<file path="config.mk">
export PLATFORM = sky130hd
export DESIGN_NAME = ama_riscv_ret_tracker_flat
export DESIGN_NICKNAME = d
export VERILOG_FILES = /design/src/rtl/ama_riscv_ret_tracker_if.sv /design/src/rtl/ama_riscv_ret_tracker.sv /design/src/flat_wrapper.sv
export SDC_FILE = /design/constraint.sdc
export NUM_CORES = 1
export LEC_CHECK = 0
export ABC_CLOCK_PERIOD_IN_PS = 4800
export BUFFER_PORTS_ARGS = -buffer_cell sky130_fd_sc_hd__buf_2
export CORE_MARGIN = 2
export CORE_UTILIZATION = 45
export CTS_CLUSTER_DIAMETER = 80
export CTS_CLUSTER_SIZE = 16
export DETAILED_ROUTE_END_ITERATION = 6
export PLACE_DENSITY = 0.63
export SLEW_MARGIN = 10
export SYNTH_ARGS = -nofsm -noshare
export SYNTH_HDL_FRONTEND = slang
export SYNTH_SLANG_ARGS = --single-unit
</file>
<file path="constraint.sdc">
create_clock -name clk -period 4.8 [get_ports clk]
set_input_delay 0.96 -clock clk [delete_from_list [all_inputs] [get_ports clk]]
set_output_delay 0.96 -clock clk [all_outputs]
set_load 0.02 [all_outputs]
</file>
<file path="src/rtl/ama_riscv_ret_tracker_if.sv">
`default_nettype none
// ============================================================================
// Module      : ama_riscv_ret_tracker_if
// Description : Bundle of pipeline controls, entry payload, retirement view
//               and counter readout for ama_riscv_ret_tracker.
//               Optional macro: AMA_RISCV_RET_TRACKER_BP_EN (adds bp_hit).
// Revision    : 1.0 - initial release
// ============================================================================
interface ama_riscv_ret_tracker_if #(
   parameter int NSTAGES    = 3,
   parameter int ARCH_WIDTH = 32,
   parameter int CNT_W      = 32
);
   logic [NSTAGES-1:0]    stage_en;
   logic [NSTAGES-1:0]    stage_flush;
   logic [NSTAGES-1:0]    stage_bubble;
   logic                  in_valid;
   logic [31:0]           in_inst;
   logic [ARCH_WIDTH-1:0] in_pc;
   logic                  in_branch;
   logic [ARCH_WIDTH-1:0] in_dmem_addr;
   logic                  in_dmem_valid;
   logic [2:0]            in_dmem_size;
   logic                  in_br_taken;
`ifdef AMA_RISCV_RET_TRACKER_BP_EN
   logic                  bp_hit;
`endif
   logic                  inst_retired;
   logic                  cnt_clr;
   logic [2:0]            cnt_sel;

   logic [31:0]           ret_inst;
   logic [ARCH_WIDTH-1:0] ret_pc;
   logic                  ret_branch;
   logic                  ret_taken;
   logic [ARCH_WIDTH-1:0] ret_dmem_addr;
   logic [3:0]            ret_dmem_size;
   logic                  ret_bubble;
   logic                  ret_bp_hit;
   logic [CNT_W-1:0]      cnt_rdata;

   modport master (
      output stage_en, stage_flush, stage_bubble,
      output in_valid, in_inst, in_pc, in_branch,
      output in_dmem_addr, in_dmem_valid, in_dmem_size, in_br_taken,
`ifdef AMA_RISCV_RET_TRACKER_BP_EN
      output bp_hit,
`endif
      output inst_retired, cnt_clr, cnt_sel,
      input  ret_inst, ret_pc, ret_branch, ret_taken,
      input  ret_dmem_addr, ret_dmem_size, ret_bubble, ret_bp_hit,
      input  cnt_rdata
   );

   modport slave (
      input  stage_en, stage_flush, stage_bubble,
      input  in_valid, in_inst, in_pc, in_branch,
      input  in_dmem_addr, in_dmem_valid, in_dmem_size, in_br_taken,
`ifdef AMA_RISCV_RET_TRACKER_BP_EN
      input  bp_hit,
`endif
      input  inst_retired, cnt_clr, cnt_sel,
      output ret_inst, ret_pc, ret_branch, ret_taken,
      output ret_dmem_addr, ret_dmem_size, ret_bubble, ret_bp_hit,
      output cnt_rdata
   );
endinterface
`default_nettype wire

</file>
<file path="src/rtl/ama_riscv_ret_tracker.sv">
`default_nettype none
// ============================================================================
// Module      : ama_riscv_ret_tracker
// Description : Shadow pipeline carrying trace payload from EXE to RET in
//               lockstep with the core, plus a bank of 8 event counters.
//               Optional macro: AMA_RISCV_RET_TRACKER_BP_EN (bp_hit tracking).
// Revision    : 1.0 - initial release
// ============================================================================
module ama_riscv_ret_tracker #(
   parameter int NSTAGES      = 3,
   parameter int BR_RES_STAGE = 0,
   parameter int CNT_W        = 32,
   parameter int CNT_SAT      = 0,
   parameter int ARCH_WIDTH   = 32
) (
   input logic                    clk,
   input logic                    rst,
   ama_riscv_ret_tracker_if.slave bus
);

   localparam int               NCNT     = 8;
   localparam logic [3:0]       SIZE_NONE = 4'd8;
   localparam logic [CNT_W-1:0] CNT_ONE  = {{(CNT_W-1){1'b0}}, 1'b1};
   localparam logic [CNT_W-1:0] CNT_MAX  = {CNT_W{1'b1}};

   typedef struct packed {
      logic                  valid;
      logic [31:0]           inst;
      logic [ARCH_WIDTH-1:0] pc;
      logic                  branch;
      logic                  taken;
      logic [ARCH_WIDTH-1:0] addr;
      logic [3:0]            size;
      logic                  bubble;
      logic                  bp_hit;
   } rec_t;

   rec_t             entry;
   rec_t             flush_rec;
   rec_t             bubble_rec;
   rec_t             ld  [NSTAGES];
   rec_t             stg [NSTAGES];
   rec_t             ret_q;
   logic             retire;
   logic [NCNT-1:0]  ev;
   logic [CNT_W-1:0] cnt [NCNT];

   // ---------------------------------------------------------------- entry
   always_comb begin
      entry        = '0;
      entry.valid  = bus.in_valid;
      entry.inst   = bus.in_inst;
      entry.pc     = bus.in_pc;
      entry.branch = bus.in_branch;
      entry.addr   = bus.in_dmem_valid ? bus.in_dmem_addr : '0;
      entry.size   = bus.in_dmem_valid ? {1'b0, bus.in_dmem_size} : SIZE_NONE;
`ifdef AMA_RISCV_RET_TRACKER_BP_EN
      entry.bp_hit = bus.in_branch & bus.bp_hit;
`else
      entry.bp_hit = 1'b0;
`endif
   end

   always_comb begin
      flush_rec         = '0;
      flush_rec.size    = SIZE_NONE;
      bubble_rec        = flush_rec;
      bubble_rec.bubble = 1'b1;
   end

   // ------------------------------------------------------- stage sources
   // Branch outcome is captured only by the resolving stage; all others copy.
   always_comb begin
      ld[0] = entry;
      for (int i = 1; i < NSTAGES; i++) begin
         ld[i] = stg[i-1];
      end
      for (int i = 0; i < NSTAGES; i++) begin
         if (i == BR_RES_STAGE) begin
            ld[i].taken = bus.in_br_taken & ld[i].branch;
         end
      end
   end

   // --------------------------------------------------------- stage regs
   always_ff @(posedge clk) begin
      for (int i = 0; i < NSTAGES; i++) begin
         if (rst) begin
            stg[i] <= flush_rec;
         end else if (bus.stage_en[i]) begin
            if (bus.stage_flush[i]) begin
               stg[i] <= flush_rec;
            end else if (bus.stage_bubble[i]) begin
               stg[i] <= bubble_rec;
            end else begin
               stg[i] <= ld[i];
            end
         end
      end
   end

   assign ret_q = stg[NSTAGES-1];

   // ----------------------------------------------------------- RET view
   assign bus.ret_inst      = ret_q.inst & {32{bus.inst_retired}};
   assign bus.ret_pc        = ret_q.pc & {ARCH_WIDTH{bus.inst_retired}};
   assign bus.ret_branch    = ret_q.branch;
   assign bus.ret_taken     = ret_q.taken;
   assign bus.ret_dmem_addr = ret_q.addr;
   assign bus.ret_dmem_size = ret_q.size;
   assign bus.ret_bubble    = ret_q.bubble;
   assign bus.ret_bp_hit    = ret_q.bp_hit;

   // -------------------------------------------------------------- events
   assign retire = bus.inst_retired & ret_q.valid;

   always_comb begin
      ev    = '0;
      ev[0] = 1'b1;
      ev[1] = retire;
      ev[2] = retire & ret_q.branch;
      ev[3] = retire & ret_q.branch & ret_q.taken;
      ev[4] = retire & (ret_q.size[3:2] == 2'b00);
      ev[5] = retire & (ret_q.size[3:2] == 2'b01);
      ev[6] = ~bus.inst_retired & ret_q.bubble;
      ev[7] = retire & ret_q.branch & ret_q.bp_hit;
   end

   // ------------------------------------------------------------ counters
   always_ff @(posedge clk) begin
      for (int i = 0; i < NCNT; i++) begin
         if (rst || bus.cnt_clr) begin
            cnt[i] <= '0;
         end else if (ev[i]) begin
            if ((CNT_SAT != 0) && (cnt[i] == CNT_MAX)) begin
               cnt[i] <= cnt[i];
            end else begin
               cnt[i] <= cnt[i] + CNT_ONE;
            end
         end
      end
   end

   assign bus.cnt_rdata = cnt[bus.cnt_sel];

endmodule
`default_nettype wire

</file>
<file path="src/flat_wrapper.sv">
// flat-port wrapper written by rule: the top's interface ports become plain ports
module ama_riscv_ret_tracker_flat 
#(
   parameter int NSTAGES      = 3,
   parameter int BR_RES_STAGE = 0,
   parameter int CNT_W        = 32,
   parameter int CNT_SAT      = 0,
   parameter int ARCH_WIDTH   = 32
)
  (clk, rst, bus_stage_en, bus_stage_flush, bus_stage_bubble, bus_in_valid, bus_in_inst, bus_in_pc, bus_in_branch, bus_in_dmem_addr, bus_in_dmem_valid, bus_in_dmem_size, bus_in_br_taken, bus_inst_retired, bus_cnt_clr, bus_cnt_sel, bus_ret_inst, bus_ret_pc, bus_ret_branch, bus_ret_taken, bus_ret_dmem_addr, bus_ret_dmem_size, bus_ret_bubble, bus_ret_bp_hit, bus_cnt_rdata);
  ama_riscv_ret_tracker_if #(.NSTAGES(NSTAGES), .ARCH_WIDTH(ARCH_WIDTH), .CNT_W(CNT_W)) bus_i ();
  input logic clk;
  input logic rst;
  input wire logic [$bits(bus_i.stage_en)-1:0] bus_stage_en;
  input wire logic [$bits(bus_i.stage_flush)-1:0] bus_stage_flush;
  input wire logic [$bits(bus_i.stage_bubble)-1:0] bus_stage_bubble;
  input wire logic [$bits(bus_i.in_valid)-1:0] bus_in_valid;
  input wire logic [$bits(bus_i.in_inst)-1:0] bus_in_inst;
  input wire logic [$bits(bus_i.in_pc)-1:0] bus_in_pc;
  input wire logic [$bits(bus_i.in_branch)-1:0] bus_in_branch;
  input wire logic [$bits(bus_i.in_dmem_addr)-1:0] bus_in_dmem_addr;
  input wire logic [$bits(bus_i.in_dmem_valid)-1:0] bus_in_dmem_valid;
  input wire logic [$bits(bus_i.in_dmem_size)-1:0] bus_in_dmem_size;
  input wire logic [$bits(bus_i.in_br_taken)-1:0] bus_in_br_taken;
  input wire logic [$bits(bus_i.inst_retired)-1:0] bus_inst_retired;
  input wire logic [$bits(bus_i.cnt_clr)-1:0] bus_cnt_clr;
  input wire logic [$bits(bus_i.cnt_sel)-1:0] bus_cnt_sel;
  output wire logic [$bits(bus_i.ret_inst)-1:0] bus_ret_inst;
  output wire logic [$bits(bus_i.ret_pc)-1:0] bus_ret_pc;
  output wire logic [$bits(bus_i.ret_branch)-1:0] bus_ret_branch;
  output wire logic [$bits(bus_i.ret_taken)-1:0] bus_ret_taken;
  output wire logic [$bits(bus_i.ret_dmem_addr)-1:0] bus_ret_dmem_addr;
  output wire logic [$bits(bus_i.ret_dmem_size)-1:0] bus_ret_dmem_size;
  output wire logic [$bits(bus_i.ret_bubble)-1:0] bus_ret_bubble;
  output wire logic [$bits(bus_i.ret_bp_hit)-1:0] bus_ret_bp_hit;
  output wire logic [$bits(bus_i.cnt_rdata)-1:0] bus_cnt_rdata;
  assign bus_i.stage_en = bus_stage_en;
  assign bus_i.stage_flush = bus_stage_flush;
  assign bus_i.stage_bubble = bus_stage_bubble;
  assign bus_i.in_valid = bus_in_valid;
  assign bus_i.in_inst = bus_in_inst;
  assign bus_i.in_pc = bus_in_pc;
  assign bus_i.in_branch = bus_in_branch;
  assign bus_i.in_dmem_addr = bus_in_dmem_addr;
  assign bus_i.in_dmem_valid = bus_in_dmem_valid;
  assign bus_i.in_dmem_size = bus_in_dmem_size;
  assign bus_i.in_br_taken = bus_in_br_taken;
  assign bus_i.inst_retired = bus_inst_retired;
  assign bus_i.cnt_clr = bus_cnt_clr;
  assign bus_i.cnt_sel = bus_cnt_sel;
  assign bus_ret_inst = bus_i.ret_inst;
  assign bus_ret_pc = bus_i.ret_pc;
  assign bus_ret_branch = bus_i.ret_branch;
  assign bus_ret_taken = bus_i.ret_taken;
  assign bus_ret_dmem_addr = bus_i.ret_dmem_addr;
  assign bus_ret_dmem_size = bus_i.ret_dmem_size;
  assign bus_ret_bubble = bus_i.ret_bubble;
  assign bus_ret_bp_hit = bus_i.ret_bp_hit;
  assign bus_cnt_rdata = bus_i.cnt_rdata;
  ama_riscv_ret_tracker #(.NSTAGES(NSTAGES), .BR_RES_STAGE(BR_RES_STAGE), .CNT_W(CNT_W), .CNT_SAT(CNT_SAT), .ARCH_WIDTH(ARCH_WIDTH)) u_core (.clk(clk), .rst(rst), .bus(bus_i));
endmodule
</file>
==> flow_summary.json, run 1 <==
{
  "status": "finished clean",
  "grt_usage": 0.210,
  "drtIter0Drc": 1665,
  "clk_pin_slew_ps": 80,
  "synth_flop_cell": "edfxtp_1",
  "synth_cells": 2178,
  "gp_congestion": 0.964,
  "peakVddDrop_uv": 234,
  "multiInputGateArea_um2": 9550,
  "syn2layout_area_growth_pct": 10.9,
  "die_w_um": 245,
  "layout-drive-gt1-share": 0.175,
  "start_util": 0.455,
  "drt_first_pass_iters": 7,
  "synth_cell_types": 43,
  "rows": 88,
  "syn_area_per_cell_um2": 12.0,
  "vias_per_cell": 5.79,
  "port_buffers": 253,
  "ys_ff_latch": 536,
  "post_cts_buffers": 0,
  "finalSetupTns_ps": 0,
  "cap_viol_max_count": 0,
  "antenna_found_initial": 11,
  "async_flop_share": 0,
  "ctsHoldBuffers": 0,
  "core_area_um2": 57600,
  "grt_start_max_net_pins": 104,
  "cts_buffers": 41,
  "worst_slack_ps": 767,
  "ys_seq_area_frac": 0.602,
  "tightest_slew_ps": 1070,
  "drc": 0,
  "post-route-period-util": 0.840,
  "seq_area_um2": 15800,
  "critical_path_arrival_ps": 3070,
  "fmax_ghz": 0.248,
  "rsz0062_at_grt": "false",
  "synthMuxAreaShare": 0.0554,
  "final_nets": 2452,
  "dp_hpwl_um": 45200,
  "worstSetupEndpointType": "output port",
  "grt_first_pass_wirelength_um": 97500,
  "dieHeight_um": 245,
  "synthesis.area_um2": 26200,
  "cts_max_level": 2,
  "cp_max_fo": 46,
  "grt-ovfl-total": 0,
  "nFillCells": 4973,
  "p_leak_uw": 0.0105,
  "cts_resized": 0,
  "crit_required_ps": 3840,
  "dp_slack_ps": 736,
  "postRouteAntennaNets": 0,
  "slew_headroom": 0.285,
  "cts.sinks": 536,
  "cts_tree": "built",
  "vias": 18000,
  "final-hold-violation-count": 0,
  "path_class": "input port to output port",
  "clock_latency_ps": 600,
  "synth_compound_area_frac": 0.0606,
  "routedWlPerCell_um": 20.8,
  "setup_violations": 0,
  "root_buffer": "clkbuf_16",
  "ys_warn_count": 0,
  "drt_wl_total_um": 64500,
  "clock_path_buffers": 3,
  "power_uw": 9320,
  "synth_top_family_by_area": "simple AND/OR/NAND/NOR gates",
  "synthXorXnorAreaFrac": 0.0274,
  "die-area_um2": 60200,
  "period_minus_slack_ps": 4030,
  "grt_pass1_vias": 16700,
  "fin_skew_ps": 24.6,
  "drv_slew": 0,
  "hp-class": "flip-flop to flip-flop",
  "syn-num-nets": 2304,
  "power.density_nw_per_um2": 321,
  "synthAdderAreaFrac": 0.00334,
  "num_io_pins": 255,
  "synth-simple-area-share": 0.216,
  "start_kind": "input port",
  "synth_enable_flop_cells": 504
}
==> cell usage after synthesis (51+ instances only) <==
| library cell | instances | area [um2] |
|---|---|---|
| edfxtp_1 | 504 | 15100 |
| and2_1 | 346 | 2160 |
| a21oi_1 | 120 | 601 |
| clkbuf_1 | 118 | 443 |
| nand2_1 | 107 | 402 |
| nor2_1 | 105 | 394 |
| or4_1 | 82 | 616 |
| o21ai_0 | 77 | 385 |
| nand3_1 | 75 | 375 |
| o31ai_1 | 75 | 563 |
| nand4_1 | 61 | 382 |
| and3_1 | 54 | 338 |
| xnor2_1 | 51 | 447 |
==> layout by cell type, fill, tap and decap left out, types with 3 or more instances in the layout <==
master       n
buf_2      252
nor3_1      20
ha_1         7
o31ai_1     75
or4_1       82
mux2i_1     37
buf_12       3
xor2_1      31
mux2_2      32
mux4_2      32
and2_1     346
dfxtp_1     32
nor4_1      20
xnor2_1     51
inv_1       32
o21ai_0     75
clkbuf_1     6
o21a_1       3
and4_1      28
and3_1      54
nand4_1     61
nand3_1     75
nand2_1    107
a21oi_1    120
or2_2        7
buf_4       21
or3_1       45
nand4b_1     4
edfxtp_1   504
nor2_1     104
or2_4        3
inv_6        4
clkbuf_16   42
==> final cells by class <==
type                       instances  area share
multi-input combinational       1439       0.328
clock inverter                     8     0.00362
clock buffer                      48      0.0369
sequential                       536       0.543
timing repair buffer             276      0.0509
tap                              765      0.0329
antenna                            2    0.000172
inverter                          32     0.00413
==> kinds of logic (layout without fill, tap and decap cells) <==
logic type      Yosys count  after routing
simple gates            971            971
flops                   536            536
mux                     101            101
xor+xnor                 82             82
other cells               1              3
compound gates          277            277
buf+inv                 203            364
fa+ha+maj                 7              7
==> worst max-delay path, stage by stage <==
cell,delay (ps)
buf_4,340
nor2b_2,940
buf_4,300
nand2_1,70
o21ai_0,90
mux2_2,180
buf_2,160
==> layer usage <==
| metal | wire (um) | up-vias | track usage |
|---|---|---|---|
| met1 | 26100 | 8731 | 0.277 |
| met3 | 5740 | 140 | 0.0449 |
| met5 | 92 | - | 0 |
| met4 | 2230 | 16 | 0.0769 |
| li1 | - | 8356 | - |
| met2 | 30400 | 736 | 0.341 |
==> state kept, by name, indices dropped and copies added, names as in the netlist <==
register,count
u_core.cnt,224
u_core.stg,312
==> power by group <==
part	switching, uW	internal [uW]	total, uW
registers	168	5320	5480
clock network	1660	1610	3280
logic	349	209	559
total	2180	7140	9320
==> metrics by stage <==
step | hold slack [ps] | instances | area (um2) | utilization
3_5_place_dp | 473 | 3048 | 27900 | 0.484
3_3_place_gp | 484 | 3048 | 27900 | 0.484
4_1_cts | 490 | 3104 | 29100 | 0.505
2_1_floorplan | 423 | 2178 | 26200 | -
5_1_grt | 520 | 3105 | 29100 | 0.505
6_report | 497 | 3106 | 29100 | 0.505
==> path summary, 6_finish.rpt <==
check,to,depth (start not counted),slack [ps],startpoint
worst min register to register,u_core.cnt[0][0],1,500,u_core.cnt[0][0]
worst max-delay path,bus_cnt_rdata[29],7,770,bus_cnt_sel[1]
worst min-delay path,u_core.cnt[0][0],1,500,u_core.cnt[0][0]
worst max register to register,u_core.cnt[3][31],4,1670,u_core.cnt[3][4]
No activity file was read; power rests on OpenSTA's default activity.
==> run 2: changes to the inputs <==
--- a/config.mk
+++ b/config.mk
@@ -5,14 +5,15 @@
 export SDC_FILE = /design/constraint.sdc
 export NUM_CORES = 1
 export LEC_CHECK = 0
-export ABC_CLOCK_PERIOD_IN_PS = 4800
+export ABC_AREA = 1
+export ABC_CLOCK_PERIOD_IN_PS = 3300
 export BUFFER_PORTS_ARGS = -buffer_cell sky130_fd_sc_hd__buf_2
 export CORE_MARGIN = 2
 export CORE_UTILIZATION = 45
 export CTS_CLUSTER_DIAMETER = 80
 export CTS_CLUSTER_SIZE = 16
 export DETAILED_ROUTE_END_ITERATION = 6
-export PLACE_DENSITY = 0.63
+export PLACE_DENSITY = 0.66
 export SLEW_MARGIN = 10
 export SYNTH_ARGS = -nofsm -noshare
 export SYNTH_HDL_FRONTEND = slang
==> constraint.sdc (replaced) <==
create_clock -name clk -period 3.3 [get_ports clk]
set_input_delay 0.66 -clock clk [delete_from_list [all_inputs] [get_ports clk]]
set_output_delay 0.66 -clock clk [all_outputs]
set_load 0.02 [all_outputs]
==> run 2 against run 1 <==
Net effect: worst hold slack worse by 140 ps; global-route usage rose by 3.1 points; design area up 6.9%; clock skew is 2.4 ps higher; critical path depth decreased by 1; power rose by 48%; sequential cell count is the same; first-iteration DRC count up 27%; area after synthesis rose by 6.4%; critical path type unchanged; largest power group unchanged.
==> flow_summary.json, run 2 <==
{
  "status": "finished clean",
  "dieHeight_um": 253,
  "fin_skew_ps": 26.9,
  "final-hold-violation-count": 0,
  "synth_cell_types": 38,
  "dp_hpwl_um": 57800,
  "vias": 22200,
  "crit_chain": "buf_2, buf_4, nand3_1, o21a_1, a21oi_1, buf_2",
  "multiInputGateArea_um2": 9250,
  "critical_path_arrival_ps": 2370,
  "vias_per_cell": 5.09,
  "power.density_nw_per_um2": 445,
  "rsz0062_at_grt": "false",
  "cts_max_level": 2,
  "drtIter0Drc": 2119,
  "antenna_found_initial": 4,
  "drv_slew": 0,
  "grt-ovfl-total": 0,
  "slowest_delay_ps": 540,
  "die-area_um2": 63900,
  "syn-num-nets": 3489,
  "drt_wl_total_um": 77700,
  "ys_ff_latch": 536,
  "path_class": "input port to output port",
  "fmax_ghz": 0.331,
  "synth_enable_flop_cells": 504,
  "cts_buffers": 41,
  "yosysMostFrequentCell": "nor2_1",
  "cts.sinks": 536,
  "crit_path_top_delay_cell": "buf_4",
  "peakVddDrop_uv": 451,
  "worstSetupEndpointType": "output port",
  "cts_resized": 0,
  "combPwrFrac": 0.077,
  "postRouteAntennaNets": 0,
  "clkPwrFrac": 0.345,
  "synthesis.area_um2": 27900,
  "final_common_cell": "nor2_1",
  "switchingPower_uw": 3420,
  "largest_reg_flops": 312,
  "top_register": "u_core.stg",
  "p_int_uw": 10400,
  "cap_viol_max_count": 0,
  "tightest_slew_ps": 671,
  "final_cell_mix": "nor2_1, nand2_1, inv_1, edfxtp_1, buf_2",
  "post-route-period-util": 0.917,
  "cp_max_fo": 48,
  "port_buffers": 253,
  "synth_area_leaders": "edfxtp_1, nor2_1, nand2_1",
  "layout-drive-gt1-share": 0.114,
  "synth_flop_cell": "edfxtp_1",
  "grt_pass1_vias": 20100,
  "final_nets": 3692,
  "p_seq_frac": 0.577,
  "seq_area_um2": 15800,
  "async_flop_share": 0,
  "synth_top_area_frac": 0.543,
  "routedWlPerCell_um": 17.8,
  "num_io_pins": 255,
  "synth_cells": 3363,
  "finalSetupTns_ps": 0,
  "gp_congestion": 0.963,
  "ys_warn_count": 0,
  "setup_violations": 0,
  "grt_first_pass_wirelength_um": 118000,
  "ctsHoldBuffers": 0,
  "hp-class": "input port to flip-flop",
  "post_cts_buffers": 0,
  "clock_path_buffers": 3,
  "crit_required_ps": 2640,
  "grt_usage": 0.241,
  "cts_tree": "built",
  "core_area_um2": 61500,
  "start_util": 0.453,
  "yosys.area.top_type": "edfxtp_1",
  "root_buffer": "clkbuf_16",
  "swShare": 0.248,
  "slew_headroom": 0.548,
  "syn_area_per_cell_um2": 8.29,
  "grt_start_max_net_pins": 87,
  "crit_top_cell": "buf_2",
  "syn2layout_area_growth_pct": 11.4,
  "drt_first_pass_iters": 6,
  "rows": 91,
  "synth_top_cells_by_count": "nor2_1, nand2_1, inv_1, edfxtp_1, a21oi_1",
  "ys_seq_area_frac": 0.566,
  "p_leak_uw": 0.0126,
  "fin_area_um2": 31100,
  "path_buf_inv": 3,
  "path_delay_family": "buffers and inverters",
  "dpl_cell_area_um2": 29900,
  "clock_latency_ps": 600,
  "clk_pin_slew_ps": 70,
  "period_minus_slack_ps": 3030,
  "die_w_um": 253,
  "start_kind": "input port",
  "drc": 0,
  "reg_top3": "u_core.stg: 312 flops, u_core.cnt: 224 flops",
  "nFillCells": 5867
}
-- run 2: changes by cell type in the layout (fill, tap and decap cells not counted), sizes merged, moves of 45 or more --
cell   change
inv      +541
or4       -83
a21oi    +104
nand3     +73
o21ai     +62
o31ai     -75
nor2     +726
nand2    +549
or3       -45
and3      -54
and2     -344
nand4     -63
-- run 2: per-stage QoR --
| stage | setup slack [ps] | cells | power [uW] | utilization | hold slack, ps |
|---|---|---|---|---|---|
| 6_report | 275 | 4373 | 13800 | 0.505 | 356 |
| 2_1_floorplan | -116 | 3363 | 8710 | - | 438 |
| 4_1_cts | 378 | 4371 | 13900 | 0.505 | 322 |
| 3_3_place_gp | 353 | 4313 | 9180 | 0.486 | 461 |
| 5_1_grt | 198 | 4373 | 14300 | 0.505 | 341 |
| 3_5_place_dp | 380 | 4313 | 9190 | 0.486 | 460 |
-- run 2: power groups by stage --
| stage | Combinational, uW | Sequential [uW] | Clock (uW) |
|---|---|---|---|
| 2_1_floorplan | 679 | 8030 | 0 |
| 3_3_place_gp | 1060 | 8120 | 0 |
| 3_5_place_dp | 1060 | 8130 | 0 |
| 4_1_cts | 1070 | 7980 | 4890 |
| 5_1_grt | 1180 | 8010 | 5120 |
| 6_report | 1070 | 7980 | 4780 |
-- run 2: worst reg2reg max path, stage by stage, from the launching register on --
cell and delay [ps]:
edfxtp_1 540, ha_1 280, nand3_2 110, inv_1 130, nand2_1 160, nor2_1 320
nand3_1 110, nand2_1 80, nor2_1 40
-- run 2: worst paths after layout --
path / slack, ps / cells after the start / endpoint / from
max: 270 / 6 / bus_cnt_rdata[21] / bus_cnt_sel[1]
min: 360 / 2 / u_core.stg[0][1] / bus_stage_flush[0]
max reg2reg: 1280 / 8 / u_core.cnt[1][24] / u_core.cnt[1][1]
min reg2reg: 480 / 1 / u_core.cnt[0][0] / u_core.cnt[0][0]
-- run 2: area by class of cell --
type,instances,share of cell area
Timing Repair Buffer,294,0.0543
Clock buffer,48,0.0349
Clock inverter,10,0.00290
Sequential cell,536,0.508
Multi-Input combinational cell,2115,0.298
Tap cell,790,0.0318
Inverter,578,0.0699
Antenna cell,2,0.000161
-- run 2: per-layer routing --
metal / wire length, um / global-route usage / up-vias
li1: - / - / 11000
met1: 33900 / 0.335 / 10400
met2: 35300 / 0.383 / 761
met3: 6050 / 0.0437 / 114
met4: 2500 / 0.0803 / 4
met5: 24 / 0 / -
-- run 2: kinds of logic (layout without fill, tap and decap cells) --
logic type,count (synthesis),count (layout),share of synthesized area
AND/OR/NAND/NOR,1658,1658,0.238
buffers and inverters,712,930,0.104
flip-flops,536,536,0.566
AO/OA/AOI/OAI,420,420,0.0798
XOR/XNOR,29,29,0.00911
adder cells (fa/ha/maj),7,7,0.00314
other,1,3,0.000135
==> run 3: changes to the inputs <==
--- a/config.mk
+++ b/config.mk
@@ -10,6 +10,7 @@
 export BUFFER_PORTS_ARGS = -buffer_cell sky130_fd_sc_hd__buf_2
 export CORE_MARGIN = 2
 export CORE_UTILIZATION = 45
+export CTS_BUF_LIST = sky130_fd_sc_hd__clkbuf_16
 export CTS_CLUSTER_DIAMETER = 80
 export CTS_CLUSTER_SIZE = 16
 export DETAILED_ROUTE_END_ITERATION = 6
==> run 3 against run 2 <==
Net effect: core utilization about the same; sequential share of layout area about the same; global-route usage unchanged; design area about the same; largest cell class unchanged; worst setup slack better by 18 ps; critical path type unchanged; first-iteration DRC count up 0.57%; register-to-register slack about the same.
==> flow_summary.json, run 3 (synthesis gave the netlist of run 2 again) <==
{
  "post-route-period-util": 0.911,
  "setup_violations": 0,
  "p_seq_frac": 0.579,
  "fin_util": 0.505,
  "gp_congestion": 0.963,
  "reg2reg_to": "u_core.cnt[1][24]",
  "cts_buffers": 41,
  "p_leak_uw": 0.0126,
  "slew_headroom": 0.567,
  "largest_reg_flops": 312,
  "layout-drive-gt1-share": 0.114,
  "num_io_pins": 255,
  "drt_first_pass_iters": 6,
  "start_util": 0.453,
  "postRouteAntennaNets": 0,
  "path_class": "input port to output port",
  "final-hold-violation-count": 0,
  "cts.sinks": 536,
  "final_common_cell": "nor2_1",
  "power_uw": 13800,
  "rows": 91,
  "fmax_ghz": 0.333,
  "grt_first_pass_wirelength_um": 118000,
  "antenna_found_initial": 4,
  "top_register": "u_core.stg",
  "drc": 0,
  "core_area_um2": 61500,
  "root_buffer": "clkbuf_16",
  "switchingPower_uw": 3430,
  "vias_per_cell": 5.09,
  "combPwrFrac": 0.077,
  "clock_latency_ps": 600,
  "min_path_cells": 2,
  "worst_slack_ps": 293,
  "reg2reg_from": "u_core.cnt[1][1]",
  "fin_skew_ps": 29.4,
  "peakVddDrop_uv": 451,
  "drt_wl_total_um": 77700,
  "cts_max_level": 2,
  "cp_max_fo": 48,
  "tightest_slew_ps": 643,
  "crit_end": "bus_cnt_rdata[21]",
  "post_cts_buffers": 0,
  "start_kind": "input port",
  "port_buffers": 253,
  "grt_start_max_net_pins": 87,
  "die_w_um": 253,
  "dieHeight_um": 253,
  "cts_resized": 0,
  "clk_pin_slew_ps": 70,
  "vias": 22300,
  "rr_worst_depth": 8,
  "period_minus_slack_ps": 3010,
  "dp_slack_ps": 380,
  "cts_tree": "built",
  "cap_viol_max_count": 0,
  "final_cell_mix": "nor2_1, nand2_1, inv_1, edfxtp_1, buf_2",
  "nFillCells": 5866,
  "crit_required_ps": 2640,
  "status": "finished clean",
  "grt_usage": 0.241,
  "worstSetupStartpoint": "bus_cnt_sel[1]",
  "dp_hpwl_um": 57800,
  "grt-ovfl-total": 0,
  "die-area_um2": 63900,
  "reg_top3": "u_core.stg: 312 flops, u_core.cnt: 224 flops",
  "final_nets": 3692,
  "p_int_uw": 10400,
  "rsz0062_at_grt": "false",
  "clock_path_buffers": 3,
  "ctsHoldBuffers": 0,
  "critical_path_arrival_ps": 2350,
  "clkPwrFrac": 0.344,
  "hp-class": "input port to flip-flop",
  "r2r_slack_ps": 1290,
  "drv_slew": 0,
  "routedWlPerCell_um": 17.8,
  "stdcell_count": 4373,
  "grt_pass1_vias": 20100,
  "swShare": 0.249,
  "syn2layout_area_growth_pct": 11.4,
  "power.density_nw_per_um2": 444,
  "drtIter0Drc": 2131,
  "worstSetupEndpointType": "output port",
  "dp.cells": 4313
}
## run 3: cell types whose count changed in the layout (fill, tap and decap cells not counted)
cell / previous run / this run
clkbuf_1: 5 / 0
inv_1: 567 / 572
clkbuf_8: 1 / 0
inv_2: 9 / 10
## run 3: worst max-delay path, stage by stage
cell and delay (ps):
buf_2 320, buf_4 540, nand3_1 150, o21a_1 150, a21oi_1 280, buf_2 230
## run 3: worst min-delay path by stage
stage / slack, ps / start / endpoint
global route: 340 / bus_stage_flush[0] / u_core.stg[0][1]
global placement: 460 / u_core.cnt[0][0] / u_core.cnt[0][0]
detailed placement: 460 / u_core.cnt[0][0] / u_core.cnt[0][0]
floorplan: 440 / u_core.cnt[0][0] / u_core.cnt[0][0]
finish: 360 / bus_stage_flush[0] / u_core.stg[0][1]
CTS: 320 / bus_stage_flush[0] / u_core.stg[0][1]
## run 3: stage by stage
stage,hold WS [ps],setup TNS [ps],area [um2]
6_report,355,0,31000
5_1_grt,341,0,31000
4_1_cts,322,0,31000
3_5_place_dp,460,0,29900
3_3_place_gp,461,0,29900
2_1_floorplan,438,-36170,27900
## run 3: layer usage
metal  part of all wire  global-route usage  routed length (um)  up-vias
met4              0.033              0.0803                2530        4
met2               0.45               0.383               35200      806
met1               0.43               0.335               33700    10300
met3              0.080              0.0437                6210      116
li1                   -                   -                   -    11000
met5            0.00031                   0                  24        -
## run 3: power groups by stage
stage	registers, uW	clock network [uW]	logic (uW)
5_1_grt	8010	5080	1180
6_report	7980	4750	1070
2_1_floorplan	8030	0	679
3_5_place_dp	8130	0	1060
3_3_place_gp	8120	0	1060
4_1_cts	7980	4860	1070
## run 3: cell type report
cell class	count	area (um2)	share of cell area
Sequential cell	536	15800	0.508
Inverter	578	2170	0.0699
Tap cell	790	988	0.0318
Timing Repair Buffer	294	1690	0.0543
Clock buffer	42	1050	0.0339
Clock inverter	16	113	0.00363
Antenna cell	2	5.00	0.000161
Multi-Input combinational cell	2115	9250	0.298
